<file path="config.mk">
export PLATFORM = sky130hd
export DESIGN_NAME = vote_round_ctrl
export DESIGN_NICKNAME = d
export VERILOG_FILES = /design/src/rtl/vote_pkg.sv /design/src/rtl/vote_round_ctrl_majority3.sv /design/src/rtl/vote_round_ctrl.sv
export SDC_FILE = /design/constraint.sdc
export NUM_CORES = 1
export LEC_CHECK = 0
export ABC_AREA = 1
export CORE_UTILIZATION = 45
export CTS_CLUSTER_SIZE = 20
export DETAILED_ROUTE_END_ITERATION = 10
export PLACE_DENSITY = 0.72
export SLEW_MARGIN = 30
export SYNTH_ARGS = -nofsm -noshare
export SYNTH_HDL_FRONTEND = slang
export SYNTH_SLANG_ARGS = --single-unit
</file>
<file path="constraint.sdc">
create_clock -name CLOCK_50 -period 1.9 [get_ports CLOCK_50]
set_input_delay 0.285 -clock CLOCK_50 [delete_from_list [all_inputs] [get_ports CLOCK_50]]
set_output_delay 0.285 -clock CLOCK_50 [all_outputs]
set_load 0.05 [all_outputs]
</file>
<file path="src/rtl/vote_pkg.sv">
// Shared types and constants for the three-voter ballot round controller.
package vote_pkg;

  localparam int NUM_VOTERS = 3;

  typedef enum logic [1:0] {
    IDLE  = 2'd0,
    OPEN  = 2'd1,
    TALLY = 2'd2
  } state_t;

endpackage

</file>
<file path="src/rtl/vote_round_ctrl_majority3.sv">
// Combinational 2-of-3 majority used to decide the round outcome.
module majority3 (
  input  logic a,
  input  logic b,
  input  logic c,
  output logic y
);

  assign y = (a & b) | (b & c) | (a & c);

endmodule

</file>
<file path="src/rtl/vote_round_ctrl.sv">
// One voting round: timed ballot window, per-voter valid/ack capture, majority tally.
module vote_round_ctrl
  import vote_pkg::*;
#(
  parameter int WINDOW_CYCLES = 50000000,
  parameter int TW            = $clog2(WINDOW_CYCLES)
) (
  input  logic       CLOCK_50,
  input  logic       RESET_N,
  input  logic       start,
  input  logic [2:0] vote_valid,
  input  logic [2:0] vote_val,
  output logic [2:0] vote_ack,
  output logic       busy,
  output logic       result,
  output logic       result_valid,
  output logic       timed_out,
  output logic [2:0] missing,
  output logic [7:0] round_cnt
);

  state_t                state_q;
  state_t                state_d;
  logic [TW-1:0]         timer_q;
  logic [NUM_VOTERS-1:0] cast_q;
  logic [NUM_VOTERS-1:0] ballot_q;
  logic [NUM_VOTERS-1:0] accept;
  logic                  maj_y;

  majority3 u_majority3 (
    .a (ballot_q[0]),
    .b (ballot_q[1]),
    .c (ballot_q[2]),
    .y (maj_y)
  );

  // Exit includes votes accepted this cycle, so a final vote on timer==0 still counts.
  always_comb begin
    state_d = state_q;
    accept  = '0;
    case (state_q)
      IDLE: begin
        if (start) state_d = OPEN;
      end
      OPEN: begin
        accept = vote_valid & ~cast_q;
        if ((&(cast_q | accept)) || (timer_q == '0)) state_d = TALLY;
      end
      TALLY: begin
        state_d = IDLE;
      end
      default: begin
        state_d = IDLE;
      end
    endcase
  end

  always_ff @(posedge CLOCK_50 or negedge RESET_N) begin
    if (!RESET_N) begin
      state_q      <= IDLE;
      timer_q      <= '0;
      cast_q       <= '0;
      ballot_q     <= '0;
      vote_ack     <= '0;
      busy         <= 1'b0;
      result       <= 1'b0;
      result_valid <= 1'b0;
      timed_out    <= 1'b0;
      missing      <= '0;
      round_cnt    <= '0;
    end else begin
      state_q      <= state_d;
      vote_ack     <= accept;
      busy         <= (state_d == OPEN) || (state_d == TALLY);
      result_valid <= 1'b0;
      case (state_q)
        IDLE: begin
          if (start) begin
            cast_q   <= '0;
            ballot_q <= '0;
            timer_q  <= TW'(WINDOW_CYCLES - 1);
          end
        end
        OPEN: begin
          cast_q   <= cast_q | accept;
          ballot_q <= (ballot_q & ~accept) | (vote_val & accept);
          if (timer_q != '0) timer_q <= timer_q - TW'(1);
        end
        TALLY: begin
          result       <= maj_y;
          result_valid <= 1'b1;
          missing      <= ~cast_q;
          timed_out    <= |(~cast_q);
          round_cnt    <= round_cnt + 8'd1;
        end
        default: ;
      endcase
    end
  end

endmodule

</file>
==> results.rst, run 1 <==
.. list-table::
   :header-rows: 1

   * - Metric
     - Value
   * - Number of slew-limit violations in the final report
     - 0
   * - Least-Margin Pin Slew
     - 553 ps
   * - Sort of element at the start of the critical path
     - register
   * - Post-route DRC
     - 0
   * - Data required, critical path
     - 1620 ps
   * - Dpl cells
     - 463
   * - Global-route wire length before repair
     - 10200 µm
   * - Overall power consumption
     - 5.10 mW
   * - Category of the most critical setup path
     - register to output pin
   * - Post-route non-filler standard cell count
     - 479
   * - Skew final
     - 10.6 ps
   * - Max-Cap Viols
     - 0
   * - Height of the chip
     - 80.9 µm
   * - Max IR drop VDD
     - 0.000897 V
   * - Arrival time at the worst endpoint
     - 1570 ps
   * - Mean cell area of the mapped netlist
     - 7.72 µm²
   * - Share of synthesized area occupied by flip-flops and latches
     - 46.4%
   * - Overall global routing resource usage
     - 20.2%
   * - Final antenna diode count
     - 0
   * - Horizontal die dimension
     - 80.9 µm
   * - Period Utilization, post-route
     - 97.4%
   * - Tightest Hold Check Type
     - register to register
   * - Unique cell type count in the Yosys netlist
     - 28
   * - DRC violation total after the first TritonRoute iteration
     - 181
   * - Clock-pin slew on the worst setup and hold paths
     - 100 ps
   * - Ratio of routed vias to standard cells
     - 5.05
   * - Worst setup EP type
     - output pin
   * - Router iterations before antenna repair
     - 4
   * - Num Clock Sinks
     - 52
   * - Total standard cell area after synthesis
     - 2800 µm²
   * - Count of warnings emitted by yosys
     - 0
   * - Root cell of the clock tree
     - sky130_fd_sc_hd__clkbuf_8
   * - Remaining antenna violation count after routing
     - 0
   * - Final setup violation count
     - 0
   * - H-tree lvl count
     - 2
   * - Placer congestion estimate
     - 0.893
   * - Share of cells above drive strength 1
     - 9.65%
   * - Wire length per cell after detailed routing
     - 12.7 µm
   * - Total grt overflow
     - 0
   * - Fmax
     - 0.540 GHz
   * - Port Buffers
     - 26
   * - Antenna violations before repair
     - 0
   * - Clock tree from TritonCTS
     - yes
   * - Vias after detailed routing
     - 2418
   * - Static Leakage
     - 1.62 nW
   * - Starting utilization of the core area
     - 47.0%
   * - Synth Instances
     - 363
   * - Area growth syn-to-layout
     - 19.0%
   * - Placement Rows
     - 28
   * - Total Die Area
     - 6540 µm²
   * - Max clock buf depth
     - 2
   * - Final Hold Vio Count
     - 0
   * - Placeable core area
     - 5960 µm²
   * - Worst-path fanout max
     - 4
   * - Final nets
     - 415
   * - CTS buffer count
     - 5
   * - Worst max-slew margin expressed relative to the limit
     - 63.2%
   * - Detailed-placement wirelength estimate
     - 4320 µm
   * - Sum of buffers and inverters on the critical path
     - 1
   * - Vias in the first global route
     - 2123
   * - Largest net degree at the start of global routing
     - 30
   * - Cell Pwr Density
     - 1530 nW/µm²
   * - Aggregate negative setup slack
     - 0 ps
   * - Worst path max stage delay
     - 830 ps
   * - Category of cells accounting for the largest share of critical-path delay
     - buffers and inverters
   * - Ordered cell list for the critical path
     - clkdlybuf4s50_1
   * - Status
     - finished clean
   * - Aggregate routed wire length
     - 6080 µm
   * - Cell type of the slowest stage on the worst timing path
     - sky130_fd_sc_hd__clkdlybuf4s50_1
   * - Register bit count reported by yosys
     - 52
   * - Post-Syn Nets
     - 375
   * - I/O pin cnt
     - 27
   * - Crit path time final
     - 1850 ps
   * - Clk Latency, worst-skew pair
     - 310 ps
   * - Core occupancy in the finished layout
     - 56.0%
[Yosys cell counts, drive strengths merged]
cell	count	area share, %
inv	35	4.7
o21ai	20	3.6
a21o	2	0.54
nand2	107	15
ha	3	1.3
o22ai	1	0.22
xnor2	3	0.94
nand4	10	2.5
nand3b	2	0.54
dfrtp	52	46
xor2	12	3.8
and3	1	0.22
nor2	62	9.9
a31oi	2	0.45
buf	6	1.9
nand3	33	5.9
or2	2	0.45
a21oi	8	1.4
nor3	2	0.36
[cells in the final DEF, fill, tap and decap left out]
cell type	instances
sky130_fd_sc_hd__clkbuf_8	5
sky130_fd_sc_hd__a21oi_1	8
sky130_fd_sc_hd__inv_1	32
sky130_fd_sc_hd__nand2_2	3
sky130_fd_sc_hd__dfrtp_1	52
sky130_fd_sc_hd__nor2_4	4
sky130_fd_sc_hd__or2_0	2
sky130_fd_sc_hd__and3_1	1
sky130_fd_sc_hd__clkinvlp_4	1
sky130_fd_sc_hd__nand3b_1	2
sky130_fd_sc_hd__nand4_1	9
sky130_fd_sc_hd__ha_1	3
sky130_fd_sc_hd__xnor2_1	3
sky130_fd_sc_hd__nand4_4	1
sky130_fd_sc_hd__inv_2	3
sky130_fd_sc_hd__nor3_1	2
sky130_fd_sc_hd__nand2_8	1
sky130_fd_sc_hd__nand2_4	1
sky130_fd_sc_hd__nand3_1	33
sky130_fd_sc_hd__xor2_1	12
sky130_fd_sc_hd__o22ai_1	1
sky130_fd_sc_hd__a21o_1	2
sky130_fd_sc_hd__nor2_1	51
sky130_fd_sc_hd__clkbuf_1	1
sky130_fd_sc_hd__clkinv_4	1
sky130_fd_sc_hd__nand2_1	103
sky130_fd_sc_hd__nor2_2	7
sky130_fd_sc_hd__o21ai_1	12
sky130_fd_sc_hd__buf_4	9
sky130_fd_sc_hd__buf_12	2
sky130_fd_sc_hd__clkdlybuf4s50_1	25
sky130_fd_sc_hd__buf_2	1
sky130_fd_sc_hd__a31oi_1	2
sky130_fd_sc_hd__o21ai_0	8
sky130_fd_sc_hd__dlygate4sd3_1	1
[power by group]
part	internal [mW]	total [mW]	switching, mW	leakage [nW]
Combinational	0.913	2.57	1.66	0.939
Clock	0.263	0.639	0.376	0.0414
Sequential	1.51	1.89	0.386	0.642
[registers in the layout, indices dropped and copies added (netlist names)]
signal,count
result,1
ballot_q,3
timed_out,1
busy,1
vote_ack,3
result_valid,1
timer_q,26
round_cnt,8
state_q,2
cast_q,3
missing,3
[kinds of logic (layout without fill, tap and decap cells)]
kind of cell               Yosys count  in the layout  synth area share (%)
buffers and inverters               41             81                  6.61
DFF                                 52             52                  46.4
xor gates and xnor gates            15             15                  4.69
AOI/OAI and AO/OA                   33             33                  6.21
adders and majority gates            3              3                  1.34
and+or+nand+nor                    219            220                  34.7
[worst register-to-register path, stage by stage, from the launching register on]
cell                      delay [ps]
sky130_fd_sc_hd__dfrtp_1         400
sky130_fd_sc_hd__inv_1            80
sky130_fd_sc_hd__ha_1            140
sky130_fd_sc_hd__inv_1            40
sky130_fd_sc_hd__nor2_1           80
sky130_fd_sc_hd__nand3_1          80
sky130_fd_sc_hd__nor2_2          180
sky130_fd_sc_hd__nand4_4         170
sky130_fd_sc_hd__nand2_8         160
sky130_fd_sc_hd__buf_12          170
sky130_fd_sc_hd__nand2_1          60
sky130_fd_sc_hd__o21ai_1          80
[area by class of cell]
class	instances	area, µm²
fillers	571	2620
clock buffers	6	72.6
multi-input cells	271	1350
well taps	75	93.8
clock inverters	2	16.3
inverters	35	131
repair buffers	38	373
flip-flops and latches	52	1300
[through the flow]
step                      setup slack [ps]  hold WS [ps]  area (µm²)
after CTS                             43.3           482        3260
final                                 49.3           472        3330
after detailed placement               138           302        3160
after floorplan                        286         -10.6        2800
after global routing                -0.122           523        3330
after global placement                 204           302        3160
[worst paths after layout]
kind	start	end	slack (ps)	depth (start not counted)
worst max-delay path	round_cnt[2]	round_cnt[2]	50	1
worst min register to register	round_cnt[7]	round_cnt[7]	470	1
worst max register to register	timer_q[1]	timer_q[2]	170	11
max in group asynchronous	RESET_N	state_q[1]	870	3
min in group asynchronous	RESET_N	vote_ack[1]	490	2
worst min-delay path	round_cnt[7]	round_cnt[7]	470	1
[timing repair]
item	4_1_cts	5_1_grt
setup endpoints to repair	0	23
hold buffers	1	0
endpoints found under the hold margin	23	0
buffers inserted	0	6
gates resized for setup	0	4
[routing by layer]
layer	wire (µm)	GRT usage [%]
met3	208	2.36
met5	0	0
met1	2910	29.1
met4	106	6.43
met2	2860	31.7
No activity file was read; power rests on OpenSTA's default activity.
==> run 2: changes to the inputs <==
--- a/config.mk
+++ b/config.mk
@@ -10,7 +10,7 @@
 export CTS_CLUSTER_SIZE = 20
 export DETAILED_ROUTE_END_ITERATION = 10
 export PLACE_DENSITY = 0.72
-export SLEW_MARGIN = 30
+export SLEW_MARGIN = 20
 export SYNTH_ARGS = -nofsm -noshare
 export SYNTH_HDL_FRONTEND = slang
 export SYNTH_SLANG_ARGS = --single-unit
==> results of run 2 <==
No change in the layout: final DEF, timing and power equal those of run 1.
==> run 3: changes to the inputs <==
==> constraint.sdc (replaced) <==
create_clock -name CLOCK_50 -period 2.25 [get_ports CLOCK_50]
set_input_delay 0.3375 -clock CLOCK_50 [delete_from_list [all_inputs] [get_ports CLOCK_50]]
set_output_delay 0.3375 -clock CLOCK_50 [all_outputs]
set_load 0.05 [all_outputs]
==> results.rst, run 3 (synthesized netlist as in run 1, its figures left out) <==
.. list-table::
   :header-rows: 1

   * - Metric
     - Value
   * - Post-route DRC
     - 0
   * - Aggregate routed wire length
     - 5830 µm
   * - Placer congestion estimate
     - 0.799
   * - Dpl cells
     - 461
   * - Clk Latency, worst-skew pair
     - 310 ps
   * - Wire length per cell after detailed routing
     - 12.4 µm
   * - Height of the chip
     - 80.9 µm
   * - Most frequent cells in the layout
     - sky130_fd_sc_hd__nand2_1 (103), sky130_fd_sc_hd__nor2_1 (52), sky130_fd_sc_hd__dfrtp_1 (52), sky130_fd_sc_hd__inv_1 (33), sky130_fd_sc_hd__nand3_1 (33)
   * - Post-Place Cell Area
     - 3130 µm²
   * - I/O pin cnt
     - 27
   * - Tightest Hold Check Type
     - primary input to asynchronous set/reset pin
   * - Aggregate negative setup slack
     - 0 ps
   * - Vias in the first global route
     - 2213
   * - Fmax
     - 0.508 GHz
   * - Root cell of the clock tree
     - sky130_fd_sc_hd__clkbuf_8
   * - Skew final
     - 6.36 ps
   * - Horizontal die dimension
     - 80.9 µm
   * - Area growth syn-to-layout
     - 15.1%
   * - Worst max-slew margin expressed relative to the limit
     - 58.3%
   * - Layout filler cell count
     - 560
   * - Antenna violations before repair
     - 0
   * - H-tree lvl count
     - 2
   * - Largest net degree at the start of global routing
     - 40
   * - Total area of multi-input combinational cells
     - 1320 µm²
   * - Max clock buf depth
     - 2
   * - Category of the most critical setup path
     - register to register
   * - Max FFs per register
     - 26
   * - Cell Pwr Density
     - 1280 nW/µm²
   * - Layer with the highest usage after global routing
     - met2
   * - Max IR drop VDD
     - 0.000847 V
   * - Placement Rows
     - 28
   * - Crit path to
     - timer_q[21]
   * - Detailed-placement wirelength estimate
     - 4240 µm
   * - Overall power consumption
     - 4.14 mW
   * - Biggest regs
     - timer_q: 26 flops, round_cnt: 8 flops
   * - Worst setup path startpoint
     - timer_q[0]
   * - Share of cells above drive strength 1
     - 7.36%
   * - Worst setup EP type
     - register
   * - Number of cell instances on the worst register-to-register path
     - 11
   * - Final nets
     - 405
   * - Number of post-CTS setup repair buffers
     - 0
   * - Seq. cell area
     - 1300 µm²
   * - Final Hold Vio Count
     - 0
   * - Crit path time final
     - 1970 ps
   * - Sort of element at the start of the critical path
     - register
   * - Starting utilization of the core area
     - 47.0%
   * - Least-Margin Pin Slew
     - 626 ps
   * - Final instance area
     - 3220 µm²
   * - Post-cts repair resize count
     - 0
   * - Reg-to-reg endpoint
     - timer_q[21]
   * - Max-Cap Viols
     - 0
   * - Reg-to-reg startpoint
     - timer_q[0]
   * - Num Clock Sinks
     - 52
   * - Global-route wire length before repair
     - 9830 µm
   * - CTS buffer count
     - 5
   * - Register with the highest flop count
     - timer_q
   * - Vias after detailed routing
     - 2328
   * - Total Die Area
     - 6540 µm²
   * - Unrepaired setup endpoints after global routing
     - no
   * - Final antenna diode count
     - 0
   * - Router iterations before antenna repair
     - 5
   * - Clock-pin slew on the worst setup and hold paths
     - 100 ps
   * - Remaining antenna violation count after routing
     - 0
   * - Clock tree from TritonCTS
     - yes
   * - Status
     - finished clean
   * - Arrival time at the worst endpoint
     - 2170 ps
   * - Port Buffers
     - 26
   * - Setup slack at placement
     - 330 ps
   * - Number of hold-repair buffers added at the cts stage
     - 0
   * - Worst-path fanout max
     - 39
   * - Worst reg2reg setup slack
     - 280 ps
   * - Number of slew-limit violations in the final report
     - 0
   * - Global Route met3 Usage
     - 4.04%
   * - Ratio of routed vias to standard cells
     - 4.96
   * - GR Util met2
     - 30.8%
   * - Overall global routing resource usage
     - 19.7%
   * - Worst hold-check slack
     - 28.2 ps
   * - Final setup violation count
     - 0
   * - DRC violation total after the first TritonRoute iteration
     - 128
   * - Period Utilization, post-route
     - 87.4%
   * - Post-route non-filler standard cell count
     - 469
   * - GR Util met1
     - 26.8%
   * - Final Worst Setup Slack
     - 283 ps
   * - Core occupancy in the finished layout
     - 54.1%
   * - Commonest non-fill, non-tap cell in the layout
     - sky130_fd_sc_hd__nand2_1
   * - Total grt overflow
     - 0
   * - Static Leakage
     - 1.56 nW
   * - Data required, critical path
     - 2450 ps
   * - Placeable core area
     - 5960 µm²
## run 3: worst max-delay path, stage by stage, from the launching register on
cell                      delay, ps
sky130_fd_sc_hd__dfrtp_1        390
sky130_fd_sc_hd__inv_1          130
sky130_fd_sc_hd__ha_1           170
sky130_fd_sc_hd__inv_1           40
sky130_fd_sc_hd__nor2_1          80
sky130_fd_sc_hd__nand3_1         70
sky130_fd_sc_hd__nor2_1         170
sky130_fd_sc_hd__nand4_2        140
sky130_fd_sc_hd__nand2_4        340
sky130_fd_sc_hd__inv_2          180
sky130_fd_sc_hd__nand2_1        100
sky130_fd_sc_hd__nand2_1         50
## run 3: how the worst min path moves through the flow
stage | cells after the start | endpoint | slack (ps)
after floorplan | 0 | ballot_q[0] | 40
after global placement | 1 | vote_ack[0] | 390
after detailed placement | 1 | vote_ack[0] | 400
after CTS | 1 | missing[2] | 60
after global routing | 1 | vote_ack[1] | 70
final | 1 | vote_ack[0] | 30
## run 3: report_power, final
| group | switching (mW) | total [mW] | leakage, nW | internal, mW |
|---|---|---|---|---|
| Clock | 0.326 | 0.549 | 0.0485 | 0.223 |
| Combinational | 1.34 | 1.99 | 0.872 | 0.651 |
| Sequential | 0.327 | 1.60 | 0.642 | 1.27 |
## run 3: layout make-up
cell class | instances | share of cell area, %
clock buffer | 5 | 2.14
multi-input combinational | 270 | 40.8
inverter | 35 | 4.08
clock inverter | 3 | 0.699
sequential | 52 | 40.4
timing repair buffer | 29 | 9.01
tap | 75 | 2.91
## run 3: per-layer routing
layer	routed length, µm	part of all wire (%)	vias up
li1	-	-	1210
met1	2850	49	1067
met2	2660	46	40
met3	200	3.4	11
met4	123	2.1	0
met5	0	0	-
==> variant, RTL diff (settings of run 3) <==
Re-encode `state_t` (3 states) as one-hot, 3 bits wide.
--- a/src/rtl/vote_pkg.sv
+++ b/src/rtl/vote_pkg.sv
@@ -3,10 +3,10 @@
 
   localparam int NUM_VOTERS = 3;
 
-  typedef enum logic [1:0] {
-    IDLE  = 2'd0,
-    OPEN  = 2'd1,
-    TALLY = 2'd2
+  typedef enum logic [2:0] {
+    IDLE  = 3'b001,
+    OPEN  = 3'b010,
+    TALLY = 3'b100
   } state_t;
 
 endpackage
Check against the original RTL: same outputs for any inputs over 10 cycles, from zero or initial values and one cycle with RESET_N low; not proved beyond that.
==> variant against run 3 <==
Clock skew up 4.2 ps. Critical path depth shrank 1. First-iteration DRC count rose by 25%. Combinational power fell by 24%. Worst setup slack got worse by 78 ps. Sequential cell count rose by 1. Cell area is 3.6% higher. Total power decreased by 12%. Wire length grew 6.8%. Synthesized area grew 4.0%. Critical path type unchanged.
==> variant: results (changes against run 3) <==
slowest_delay_ps: 380
ys.flop_type: "dfrtp_1"
r2r-start: "timer_q[0]"
clk_latency_ps: 310  # about the same
final_nets: 431  # +6.4%
reg2reg_depth: 10  # -1
synth_common_cells: "125 x nand2_1, 58 x nor2_1, 52 x dfrtp_1, 39 x inv_1, 33 x nand3_1"
cts_setup_buffers: 0  # unchanged
ys_types: 28  # unchanged
wl_um: 6220  # +6.8%
avgSynthCellArea_um2: 7.47  # -3.2%
drive_above_1_share_pct: 8.79  # +1.4 points
crit_fanout: 21  # -46%
fin_skew_ps: 10.6  # +4.24 ps
hold_ws_ps: 17.8  # -10.5 ps
ys_seq_area_share_pct: 45.6  # -0.89 points
portBuffers: 26  # unchanged
grt_pass1_wl_um: 10600  # +7.9%
finalNonFillerCells: 496  # +5.8%
h-tree-depth: 2  # unchanged
p_leak_uw: 0.00169  # +7.9%
grt_pass1_vias: 2328  # +5.2%
tightest_slew_ps: 603  # -22.5 ps
drtIter0Drc: 160  # +25%
grt_max_degree: 29  # -28%
dp_hpwl_um: 4630  # +9.3%
top_regs: "timer_q: 26 flops, round_cnt: 8 flops"
fill_cells: 597  # +6.6%
cts_inserted_buffers: 5  # unchanged
slowest_stage: "dfrtp_1"
antenna_cells: 0  # unchanged
vias: 2534  # +8.8%
gp_congestion: 0.891  # +11%
placed_cells: 488  # +5.9%
synth_area_leaders: "dfrtp_1 45%, nand2_1 16%, nor2_1 7.5%, nand3_1 5.7%, inv_1 5.0%"
drt-pass1-iter-count: 4  # -1
hp-class: "in2async"
antenna_found_initial: 0  # unchanged
cts_max_path_buffers: 2  # unchanged
r2r_end: "timer_q[18]"
irDropWorstVdd_mv: 0.743  # -12%
cp.arrival_ps: 2240  # +70 ps
synth_nets: 401  # +6.9%
async_flop_share_pct: 100  # unchanged
cts_resized: 0  # unchanged
grt_usage_pct: 20.9  # +1.2 points
root_buffer: "clkbuf_8"
reg2reg_slack_ps: 210  # -80 ps
status: "completed"
drc_errors: 0  # unchanged
cts.clk_slew.worst_paths_ps: 100  # about the same
[variant: metrics by stage]
step / cell area [um2] / setup WS, ps
2_1_floorplan: 2910 / 537
3_3_place_gp: 3240 / 273
3_5_place_dp: 3240 / 206
4_1_cts: 3340 / 190
5_1_grt: 3340 / 14.4
6_report: 3340 / 205
[variant: routing by layer]
layer | part of all wire, % | track usage [%] | vias up
met5 | 0 | 0 | -
met4 | 2.2 | 8.95 | 0
met3 | 3.5 | 2.97 | 12
met2 | 45 | 33.6 | 48
met1 | 49 | 28.1 | 1189
li1 | - | - | 1285
[variant: power breakdown]
part           switching (uW)  internal, uW  total, uW
clock network             331           254        585
registers                 313          1240       1560
logic                    1020           491       1510
total                    1660          1990       3650
[variant: cells by family (layout without fill, tap and decap cells)]
family,Yosys count,in the layout,share of synthesized area [%]
AO/OA/AOI/OAI,28,28,4.89
buffers and inverters,50,81,7.38
adder cells (fa/ha/maj),2,2,0.859
AND/OR/NAND/NOR,248,248,38.6
flip-flops,53,53,45.6
XOR/XNOR,9,9,2.71
[variant: how the worst max path moves through the flow]
stage                from          end  slack, ps  cells past startpoint
3_3_place_gp   timer_q[0]  timer_q[24]        270                     10
3_5_place_dp   timer_q[0]  timer_q[24]        210                     10
4_1_cts        timer_q[0]  timer_q[18]        190                     10
2_1_floorplan  timer_q[0]  timer_q[14]        540                     12
6_report       timer_q[0]  timer_q[18]        210                     10
5_1_grt        timer_q[0]  timer_q[18]         10                     10
[variant: worst max-delay path, delay by kind of cell, from the launching register on]
kind,cells,cell delay [ps]
AOI/OAI and AO/OA,1,110
adders and majority gates,1,330
buffers and inverters,2,370
DFF,1,380
and+or+nand+nor,6,730
[variant: area by class of cell]
class	count	share of cell area, %
multi-input combinational	287	41.1
sequential	53	39.8
timing repair buffer	30	8.55
inverter	43	4.84
tap	75	2.81
clock buffer	6	2.47
clock inverter	2	0.487
